$ cat src/rtl/i2c_pkg.sv
// Shared types for the i2c requester arbiter: FSM states and the
// transaction-error encoding reported through done/err.
package i2c_pkg;

  typedef enum logic [2:0] {
    StIdle,
    StStart,
    StXfer,
    StStop,
    StDone
  } state_e;

  typedef enum logic [1:0] {
    ErrNone,
    ErrLen0,
    ErrTimeout,
    ErrNack
  } err_e;

  function automatic logic err_flag(input err_e e);
    return e != ErrNone;
  endfunction

endpackage

$ cat src/rtl/rr_arbiter.sv
// Combinational round-robin picker: searches req_i starting one past last_i
// and returns a one-hot grant (all-zero when nothing is requested).
module rr_arbiter #(
  parameter int unsigned NREQ = 2,
  parameter int unsigned IdxW = 1
) (
  input  logic [NREQ-1:0] req_i,
  input  logic [IdxW-1:0] last_i,
  output logic [NREQ-1:0] grant_o
);

  logic [IdxW-1:0] idx;
  logic            found;

  always_comb begin
    grant_o = '0;
    found   = 1'b0;
    idx     = '0;
    for (int unsigned off = 1; off <= NREQ; off++) begin
      idx = IdxW'((32'(last_i) + off) % NREQ);
      if (!found && req_i[idx]) begin
        grant_o[idx] = 1'b1;
        found        = 1'b1;
      end
    end
  end

endmodule

$ cat src/rtl/i2c_arbiter.sv
// Shares one i2c_ctrl between NREQ requesters: round-robin grant, byte
// counting, read capture, write-data advance, timeout and NACK handling.
module i2c_arbiter
  import i2c_pkg::*;
#(
  parameter int unsigned NREQ    = 2,
  parameter int unsigned LEN_W   = 4,
  parameter int unsigned TIMEOUT = 1024
) (
  input  logic                    clk_i,
  input  logic                    rst_i,
  input  logic [NREQ-1:0]         req_valid_i,
  input  logic [NREQ*8-1:0]       req_addr_i,
  input  logic [NREQ*LEN_W-1:0]   req_len_i,
  input  logic [NREQ*8-1:0]       req_wdata_i,
  output logic [NREQ-1:0]         grant_o,
  output logic                    wr_next_o,
  output logic [7:0]              rd_data_o,
  output logic                    rd_valid_o,
  output logic                    done_o,
  output logic                    err_o,
  output logic                    ctrl_feed_n_o,
  output logic [7:0]              ctrl_addr_o,
  output logic [7:0]              ctrl_wdata_o,
  input  logic                    ctrl_busy_i,
  input  logic                    ctrl_byte_done_i,
  input  logic [7:0]              ctrl_rdata_i
);

  localparam int unsigned IdxW = (NREQ > 1) ? $clog2(NREQ) : 1;
  localparam int unsigned TmrW = $clog2(TIMEOUT + 1);
  localparam logic [IdxW-1:0] LastRst = IdxW'(NREQ - 1);
  localparam logic [TmrW-1:0] TmrMax  = TmrW'(TIMEOUT);

  state_e            state_q, state_d;
  err_e              err_q, err_d;
  logic [NREQ-1:0]   grant_q, grant_d, rr_grant;
  logic [IdxW-1:0]   last_q, last_d, win_idx;
  logic              rw_q, rw_d;
  logic [LEN_W-1:0]  len_q, len_d, rem_q, rem_d, rem_nxt, sel_len;
  logic [TmrW-1:0]   tmr_q, tmr_d;
  logic [7:0]        rd_data_q, rd_data_d, sel_addr;
  logic              rd_valid_q, rd_valid_d;

  rr_arbiter #(
    .NREQ (NREQ),
    .IdxW (IdxW)
  ) u_rr (
    .req_i   (req_valid_i),
    .last_i  (last_q),
    .grant_o (rr_grant)
  );

  // Fields of the requester that would win this cycle's arbitration
  always_comb begin
    win_idx  = '0;
    sel_addr = '0;
    sel_len  = '0;
    for (int i = 0; i < NREQ; i++) begin
      if (rr_grant[i]) begin
        win_idx  = IdxW'(i);
        sel_addr = req_addr_i[i*8 +: 8];
        sel_len  = req_len_i[i*LEN_W +: LEN_W];
      end
    end
  end

  always_comb begin
    ctrl_addr_o  = '0;
    ctrl_wdata_o = '0;
    for (int i = 0; i < NREQ; i++) begin
      if (grant_q[i]) begin
        ctrl_addr_o  = req_addr_i[i*8 +: 8];
        ctrl_wdata_o = req_wdata_i[i*8 +: 8];
      end
    end
  end

  always_comb begin
    state_d       = state_q;
    err_d         = err_q;
    grant_d       = grant_q;
    last_d        = last_q;
    rw_d          = rw_q;
    len_d         = len_q;
    rem_d         = rem_q;
    tmr_d         = tmr_q;
    rd_data_d     = rd_data_q;
    rd_valid_d    = 1'b0;
    rem_nxt       = rem_q;
    ctrl_feed_n_o = 1'b1;
    wr_next_o     = 1'b0;
    done_o        = 1'b0;

    case (state_q)
      StIdle: begin
        err_d = ErrNone;
        tmr_d = '0;
        if (|req_valid_i) begin
          grant_d = rr_grant;
          last_d  = win_idx;
          rw_d    = sel_addr[0];
          len_d   = sel_len;
          if (sel_len == '0) begin
            err_d   = ErrLen0;
            state_d = StDone;
          end else begin
            state_d = StStart;
          end
        end
      end

      StStart: begin
        ctrl_feed_n_o = 1'b0;
        if (ctrl_busy_i) begin
          rem_d   = len_q;
          state_d = StXfer;
        end else if (tmr_q == TmrMax) begin
          err_d   = ErrTimeout;
          state_d = StDone;
        end else begin
          tmr_d = tmr_q + TmrW'(1);
        end
      end

      StXfer: begin
        // Raise feed_n during the last byte so the ctrl issues STOP after it
        ctrl_feed_n_o = !(rem_q > LEN_W'(1));
        rem_nxt       = rem_q - LEN_W'(ctrl_byte_done_i);
        if (ctrl_byte_done_i) begin
          rem_d = rem_nxt;
          if (rw_q) begin
            rd_data_d  = ctrl_rdata_i;
            rd_valid_d = 1'b1;
          end else begin
            wr_next_o = 1'b1;
          end
        end
        // Byte is counted first, so a final byte coinciding with busy low is not a NACK
        if (rem_nxt == '0) begin
          state_d = StStop;
        end else if (!ctrl_busy_i) begin
          err_d   = ErrNack;
          state_d = StDone;
        end
      end

      StStop: begin
        if (!ctrl_busy_i) state_d = StDone;
      end

      StDone: begin
        done_o  = 1'b1;
        grant_d = '0;
        state_d = StIdle;
      end

      default: state_d = StIdle;
    endcase

    err_o = done_o && err_flag(err_q);
  end

  always_ff @(posedge clk_i) begin
    if (rst_i) begin
      state_q    <= StIdle;
      err_q      <= ErrNone;
      grant_q    <= '0;
      last_q     <= LastRst;
      rw_q       <= 1'b0;
      len_q      <= '0;
      rem_q      <= '0;
      tmr_q      <= '0;
      rd_data_q  <= '0;
      rd_valid_q <= 1'b0;
    end else begin
      state_q    <= state_d;
      err_q      <= err_d;
      grant_q    <= grant_d;
      last_q     <= last_d;
      rw_q       <= rw_d;
      len_q      <= len_d;
      rem_q      <= rem_d;
      tmr_q      <= tmr_d;
      rd_data_q  <= rd_data_d;
      rd_valid_q <= rd_valid_d;
    end
  end

  assign grant_o    = grant_q;
  assign rd_data_o  = rd_data_q;
  assign rd_valid_o = rd_valid_q;

endmodule

$ cat config.mk
export PLATFORM = sky130hd
export DESIGN_NAME = i2c_arbiter
export DESIGN_NICKNAME = d
export VERILOG_FILES = /design/src/rtl/i2c_pkg.sv /design/src/rtl/rr_arbiter.sv /design/src/rtl/i2c_arbiter.sv
export SDC_FILE = /design/constraint.sdc
export NUM_CORES = 1
export LEC_CHECK = 0
export BUFFER_PORTS_ARGS = -buffer_cell sky130_fd_sc_hd__buf_2
export CORE_UTILIZATION = 48
export CTS_BUF_LIST = sky130_fd_sc_hd__clkbuf_16
export CTS_CLUSTER_DIAMETER = 50
export DETAILED_ROUTE_END_ITERATION = 8
export PLACE_DENSITY = 0.89
export SLEW_MARGIN = 10
export SYNTH_ARGS = -nofsm -noshare
export SYNTH_HDL_FRONTEND = slang
export SYNTH_SLANG_ARGS = --single-unit
export TNS_END_PERCENT = 100
$ cat constraint.sdc
create_clock -name clk_i -period 2.3 [get_ports clk_i]
set_input_delay 0.115 -clock clk_i [delete_from_list [all_inputs] [get_ports clk_i]]
set_output_delay 0.115 -clock clk_i [all_outputs]
set_load 0.005 [all_outputs]
==> impl_metrics.yaml, run 1 <==
logic_synthesis:
  ys_seq_elements: 37
  async_reset_ff_frac: 0
  yosysTopAreaCell: "dfxtp_1"
  syn_nets: 297
  ys_top_cells_by_count: "dfxtp_1 (37), nor2_1 (33), a22o_1 (16)"
  synth_most_common_cell: "dfxtp_1"
  synth.distinct_cells: 54
  ys_warn_count: 0
  avgSynthCellArea_sq_um: 8.77
  yosysSeqAreaShare: 0.353
  synth-edff-count: 0
  synth_top_area_share: 0.353
  synthFlopType: "dfxtp_1"
  synth_cells: 239
  synth_area_leaders: "dfxtp_1 (35%), a22o_1 (6.7%), nor2_1 (5.9%)"
  netlist_area_sq_um: 2100
timing:
  hold_violations: 0
  rsz0062_at_grt: "false"
  worst_pin_slew_ns: 1.05
  period_share: 0.901
  drv_slew: 0
  period_needed_ns: 2.07
  skew_ns: 0.00660
  relSlewSlack: 0.298
  finalSetupTns_ns: 0
  finalSetupViolations: 0
  fmax_ghz: 0.483
cts:
  htree_levels: 2
  clk_latency_ns: 0.28
  cts_sinks: 37
  hold_buffers: 0
  ctsResizeCount: 0
  post-cts-setup-buffer-count: 0
  cts_tree: "built"
  cts_buffers: 5
  cts_root_buf: "clkbuf_16"
  cts_buffer_depth: 2
  clkSlewWorstSetupHoldPaths_ns: 0.06
power:
  p_sw_w: 0.000618
  cellPowerDensity_nw_per_um2: 811
  ir_worst_vdd_mv: 0.470
  swShare: 0.282
  pwr-share-seq: 0.349
  p_leak_nw: 1.28
  pwr-share-clk: 0.395
  pwr-share-comb: 0.256
  power.total_w: 0.00219
  intPower_w: 0.00157
final_layout:
  n_antenna_cell: 0
  drive_gt1_frac: 0.334
  seqCellArea_sq_um: 741
  num-nets-final: 377
  areaGrowthSynthToFinish_pct: 29.0
  fillCellCount: 346
  multi_input_area_sq_um: 1220
routing:
  firstDrtPassIters: 4
  wl_mm: 4.92
  drt_iter0_markers: 112
  postRouteAntennaNets: 0
  drc_errors: 0
  routedWlPerCell_microns: 13.3
  viasPerCell: 5.48
  vias: 2028
global_route:
  grt_max_degree: 30
  grt_pass1_vias: 1790
  antenna_found_initial: 0
  grt_pass1_wl_mm: 7.84
  grt_usage: 0.222
  globalRouteOverflowTotal: 0
critical_path:
  cp_top_family: "simple AND/OR/NAND/NOR gates"
  arrival_ns: 1.96
  worstRegToRegCells: 4
  critPathSlowestCell: "nor2b_1"
  cp_cell_sequence: "buf_4, nor2b_1, a22o_1, buf_2"
  rr_startpoint: "state_q[1]"
  worstPathRequired_ns: 2.18
  cp-start-kind: "flip-flop"
  crit_fanout: 19
  rrSetupSlack_ns: 0.39
  end_kind: "output pin"
  crit_buf_inv: 2
  slowest_delay_ns: 0.82
  crit_type: "flip-flop to output pin"
  rr_endpoint: "rd_data_o[7]"
placement:
  globalplace.congestion: 0.851
  hpwl_mm: 3.64
  port-buffer-count: 84
floorplanning:
  core-area_sq_um: 4090
  dieHeight_microns: 68.1
  die_area_sq_um: 4630
  ios: 85
  die_x_microns: 68.1
  start_util: 0.513
  rows: 23
run_status:
  status: "finished clean"
hold_path:
  worstHoldPathType: "primary input to flip-flop"
  hold_end: "rd_data_o[6]"
  worstHoldStart: "ctrl_rdata_i[6]"
  hold_depth: 3
flow_run:
  drv_cap: 0
==> area by class of cell <==
| cell class | instances | area share |
|---|---|---|
| multi-input combinational | 176 | 0.452 |
| sequential | 37 | 0.274 |
| timing repair buffer | 87 | 0.164 |
| clock buffer | 5 | 0.0463 |
| clock inverter | 3 | 0.0241 |
| tap | 50 | 0.0231 |
| inverter | 12 | 0.0167 |
==> worst max path at each step <==
stage,startpoint,endpoint,slack (ns),depth (start not counted)
global placement,state_q[1],rd_data_o[7],0.50,4
floorplan,rem_q[0],err_q[1],0.64,8
finish,grant_o[1],ctrl_addr_o[0],0.23,4
global route,grant_o[1],ctrl_addr_o[1],0.10,4
detailed placement,state_q[1],rd_data_o[7],0.41,4
CTS,grant_o[1],ctrl_addr_o[0],0.24,4
==> state kept, by name (all words and copies together), names as in the netlist <==
| name | cells |
|---|---|
| tmr_q | 11 |
| rd_data_o | 8 |
| len_q | 4 |
| rem_q | 4 |
| state_q | 3 |
| err_q | 2 |
| grant_o | 2 |
| last_q | 1 |
| rd_valid_o | 1 |
| rw_q | 1 |
==> tightest hold or removal path: stages <==
cell and delay, ns:
buf_2 0.07, mux2i_1 0.05, nor2_1 0.07
==> power by group through the flow <==
stage / clock, W / sequential (W) / combinational (W)
6_report: 0.000866 / 0.000764 / 0.000562
5_1_grt: 0.000901 / 0.000771 / 0.000622
4_1_cts: 0.000878 / 0.000763 / 0.000560
3_5_place_dp: 0 / 0.000775 / 0.000553
3_3_place_gp: 0 / 0.000771 / 0.000543
2_1_floorplan: 0 / 0.000746 / 0.000418
==> metrics by stage <==
step                setup WS [ns]  std cells   util  hold slack, ns  cell area [sq um]
floorplan                   0.643        239      -           0.259               2100
global placement            0.496        362  0.615           0.342               2510
detailed placement          0.412        362  0.615           0.351               2510
CTS                         0.241        370  0.662          0.0637               2700
global route                0.100        370  0.662          0.0810               2700
finish                      0.228        370  0.662          0.0651               2700
==> placed cells by master, fill, tap and decap left out, types with 2 or more instances in the layout <==
master / netlist / layout
o21ai_0: 8 / 8
nand3_1: 8 / 8
xor2_1: 7 / 7
buf_2: 2 / 84
a22o_1: 16 / 16
nand3b_1: 4 / 4
or3_1: 2 / 2
nor2_1: 33 / 33
nor4_4: 2 / 2
inv_1: 12 / 12
clkbuf_16: 0 / 5
xnor2_1: 4 / 4
ha_1: 4 / 4
a221oi_1: 2 / 2
and3_1: 4 / 4
buf_4: 0 / 3
o21ai_1: 2 / 2
nor4_1: 2 / 2
nor3b_2: 2 / 2
nor2b_1: 2 / 2
dfxtp_1: 37 / 37
a22oi_1: 9 / 9
bufinv_16: 0 / 2
o21a_1: 2 / 2
a21oi_1: 9 / 9
nand2_1: 10 / 10
and2_1: 2 / 2
nor3_1: 4 / 4
mux2i_1: 9 / 9
a211oi_1: 4 / 4
or3b_1: 2 / 2
==> per-layer routing <==
layer | vias to the layer above | track usage | wire length, microns
li1 | 1032 | - | -
met3 | 11 | 0.0533 | 171
met2 | 41 | 0.363 | 2390
met1 | 944 | 0.283 | 2280
met5 | - | 0 | 0
met4 | 0 | 0.0729 | 83
==> cell families (layout without fill, tap and decap cells) <==
group / count (synthesis) / count (layout) / synth area share
compound gates: 66 / 66 / 0.237
xor+xnor: 11 / 11 / 0.0460
simple gates: 86 / 86 / 0.233
fa+ha+maj: 4 / 4 / 0.0239
buf+inv: 26 / 107 / 0.0633
flops: 37 / 37 / 0.353
mux: 9 / 9 / 0.0430
Note: power is estimated with default switching activity, not from simulation.
==> run 2: changes to the inputs <==
ABC_AREA = 1   (was unset)
CORE_UTILIZATION = 49   (was 48)
GPL_TIMING_DRIVEN = 0   (was unset)
==> run 2 against run 1 <==
Global-route usage increased by 2.5 points. Flip-flop and latch count unchanged. Via count increased by 27%. Clock power decreased by 27%. Critical path type unchanged. Worst hold slack improved by 0.048 ns. Largest cell class unchanged.
==> impl_metrics.yaml, run 2 <==
timing:
  finalSetupTns_ns: 0
  skew_ns: 0.00370
  period_needed_ns: 1.79
  rsz0062_at_grt: "false"
  drv_slew: 0
  finalSetupViolations: 0
  fmax_ghz: 0.558
  worst_pin_slew_ns: 0.554
  period_share: 0.780
  hold_violations: 0
  relSlewSlack: 0.631
logic_synthesis:
  synthFlopType: "dfxtp_1"
  ys_warn_count: 0
  synth_top_family_by_area: "simple AND/OR/NAND/NOR gates"
  netlist_area_sq_um: 2240
  synth_area_leaders: "dfxtp_1 (33%), nand2_1 (18%), nand3_1 (8.3%)"
  synth_most_common_cell: "nand2_1"
  syn_nets: 410
  synth-edff-count: 0
  synth_top_area_share: 0.330
  async_reset_ff_frac: 0
  synthXorXnorAreaFrac: 0.0195
  yosysSeqAreaShare: 0.330
  synth_mux_area_frac: 0
  avgSynthCellArea_sq_um: 6.37
  ys_top_cells_by_count: "nand2_1 (106), dfxtp_1 (37), nand3_1 (37)"
  synth_simple_gate_area_frac: 0.388
  synthAdderAreaFrac: 0.0223
  synth.distinct_cells: 30
  synth_compound_area_frac: 0.150
  ys_seq_elements: 37
  synth_cells: 352
  yosysTopAreaCell: "dfxtp_1"
floorplanning:
  ios: 85
  die_area_sq_um: 4850
  die_x_microns: 69.6
  start_util: 0.511
  dieHeight_microns: 69.6
  core-area_sq_um: 4380
  rows: 24
global_route:
  grt_max_degree: 11
  grt_pass1_wl_mm: 9.83
  grt_usage: 0.247
  globalRouteOverflowTotal: 0
  grt_pass1_vias: 2404
  antenna_found_initial: 0
critical_path:
  crit_buf_inv: 4
  arrival_ns: 1.68
  worstPathRequired_ns: 2.18
  cp_top_family: "buffers and inverters"
  rr_endpoint: "err_q[1]"
  crit_start: "grant_o[1]"
  end_kind: "output pin"
  cp-endpoint: "ctrl_addr_o[1]"
  cp_cell_sequence: "clkbuf_1, inv_1, clkbuf_1, nand3_1, nand2_1, buf_2"
  worst_path_most_repeated_cell: "clkbuf_1"
  rr_startpoint: "rem_q[0]"
  rrSetupSlack_ns: 0.53
  slowest_delay_ns: 0.32
  worstRegToRegCells: 10
  crit_type: "flip-flop to output pin"
  critPathSlowestCell: "dfxtp_1"
  cp_num_cells: 6
  crit_fanout: 10
  cp-start-kind: "flip-flop"
final_layout:
  n_antenna_cell: 0
  areaGrowthSynthToFinish_pct: 27.1
  num-nets-final: 499
  final_cell_mix: "nand2_1 (106), buf_2 (84), nand3_1 (37), dfxtp_1 (37), nor2_1 (36)"
  regMostFlops: "tmr_q"
  largest_reg_flops: 11
  drive_gt1_frac: 0.238
  design_area_sq_um: 2850
  post-route-util: 0.650
  final_common_cell: "nand2_1"
power:
  p_leak_nw: 1.38
  cellPowerDensity_nw_per_um2: 739
  ir_worst_vdd_mv: 0.399
cts:
  clk_latency_ns: 0.28
  post-cts-setup-buffer-count: 0
  clkSlewWorstSetupHoldPaths_ns: 0.05
  htree_levels: 2
  cts_buffers: 5
  cts_buffer_depth: 2
  cts_tree: "built"
  cts_sinks: 37
  hold_buffers: 0
  cts_root_buf: "clkbuf_16"
  ctsResizeCount: 0
placement:
  dpl-instance-area_sq_um: 2720
  hpwl_mm: 4.28
  port-buffer-count: 82
  globalplace.congestion: 0.916
routing:
  postRouteAntennaNets: 0
  drt_iter0_markers: 146
  drc_errors: 0
  routedWlPerCell_microns: 11.6
  viasPerCell: 5.22
  vias: 2572
  wl_mm: 5.71
  firstDrtPassIters: 5
run_status:
  status: "finished clean"
flow_run:
  drv_cap: 0
hold_path:
  worstHoldPathType: "primary input to flip-flop"
-- run 2: cells by family (layout without fill, tap and decap cells) --
group | Yosys count | after routing
DFF | 37 | 37
AOI/OAI and AO/OA | 59 | 59
buffers and inverters | 49 | 138
and+or+nand+nor | 198 | 198
xor gates and xnor gates | 5 | 5
adders and majority gates | 4 | 4
-- run 2: cell type report --
type	instances	area, sq um
Buffer	13	66.3
Clock inverter	2	7.51
Sequential cell	37	741
Fill cell	391	1530
Multi-Input combinational cell	266	1300
Tap cell	52	65.1
Inverter	36	135
Timing Repair Buffer	82	410
Clock buffer	5	125
-- run 2: worst min path at each step --
stage                         start           end  slack, ns  depth (start not counted)
CTS                 ctrl_rdata_i[2]  rd_data_o[2]       0.11                          3
global route        ctrl_rdata_i[5]  rd_data_o[5]       0.15                          3
global placement    ctrl_rdata_i[4]  rd_data_o[4]       0.39                          3
finish              ctrl_rdata_i[2]  rd_data_o[2]       0.11                          3
detailed placement  ctrl_rdata_i[5]  rd_data_o[5]       0.40                          3
floorplan              req_len_i[3]      len_q[3]       0.29                          2
-- run 2: per-stage QoR --
| stage | hold slack, ns | power (W) | setup WS, ns | instances |
|---|---|---|---|---|
| 5_1_grt | 0.151 | 0.00225 | 0.350 | 493 |
| 3_5_place_dp | 0.404 | 0.00147 | 0.636 | 486 |
| 2_1_floorplan | 0.295 | 0.00125 | 0.815 | 352 |
| 6_report | 0.113 | 0.00210 | 0.506 | 493 |
| 3_3_place_gp | 0.394 | 0.00145 | 0.672 | 486 |
| 4_1_cts | 0.114 | 0.00211 | 0.490 | 493 |
-- run 2: tightest hold or removal path: cells and delay by family --
family | cells | cell delay, ns
compound gates | 2 | 0.17
buf+inv | 1 | 0.07
-- run 2: power breakdown --
part | internal, W | total [W] | switching (W)
Clock | 0.000387 | 0.000634 | 0.000247
Combinational | 0.000265 | 0.000704 | 0.000439
Sequential | 0.000712 | 0.000766 | 0.0000548
Total | 0.00136 | 0.00210 | 0.000741
-- run 2: per-layer routing --
metal,up-vias,track usage,routed length (microns)
li1,1326,-,-
met1,1128,0.286,2430
met2,108,0.444,2820
met3,10,0.0407,367
met4,0,0.109,96
met5,-,0,0
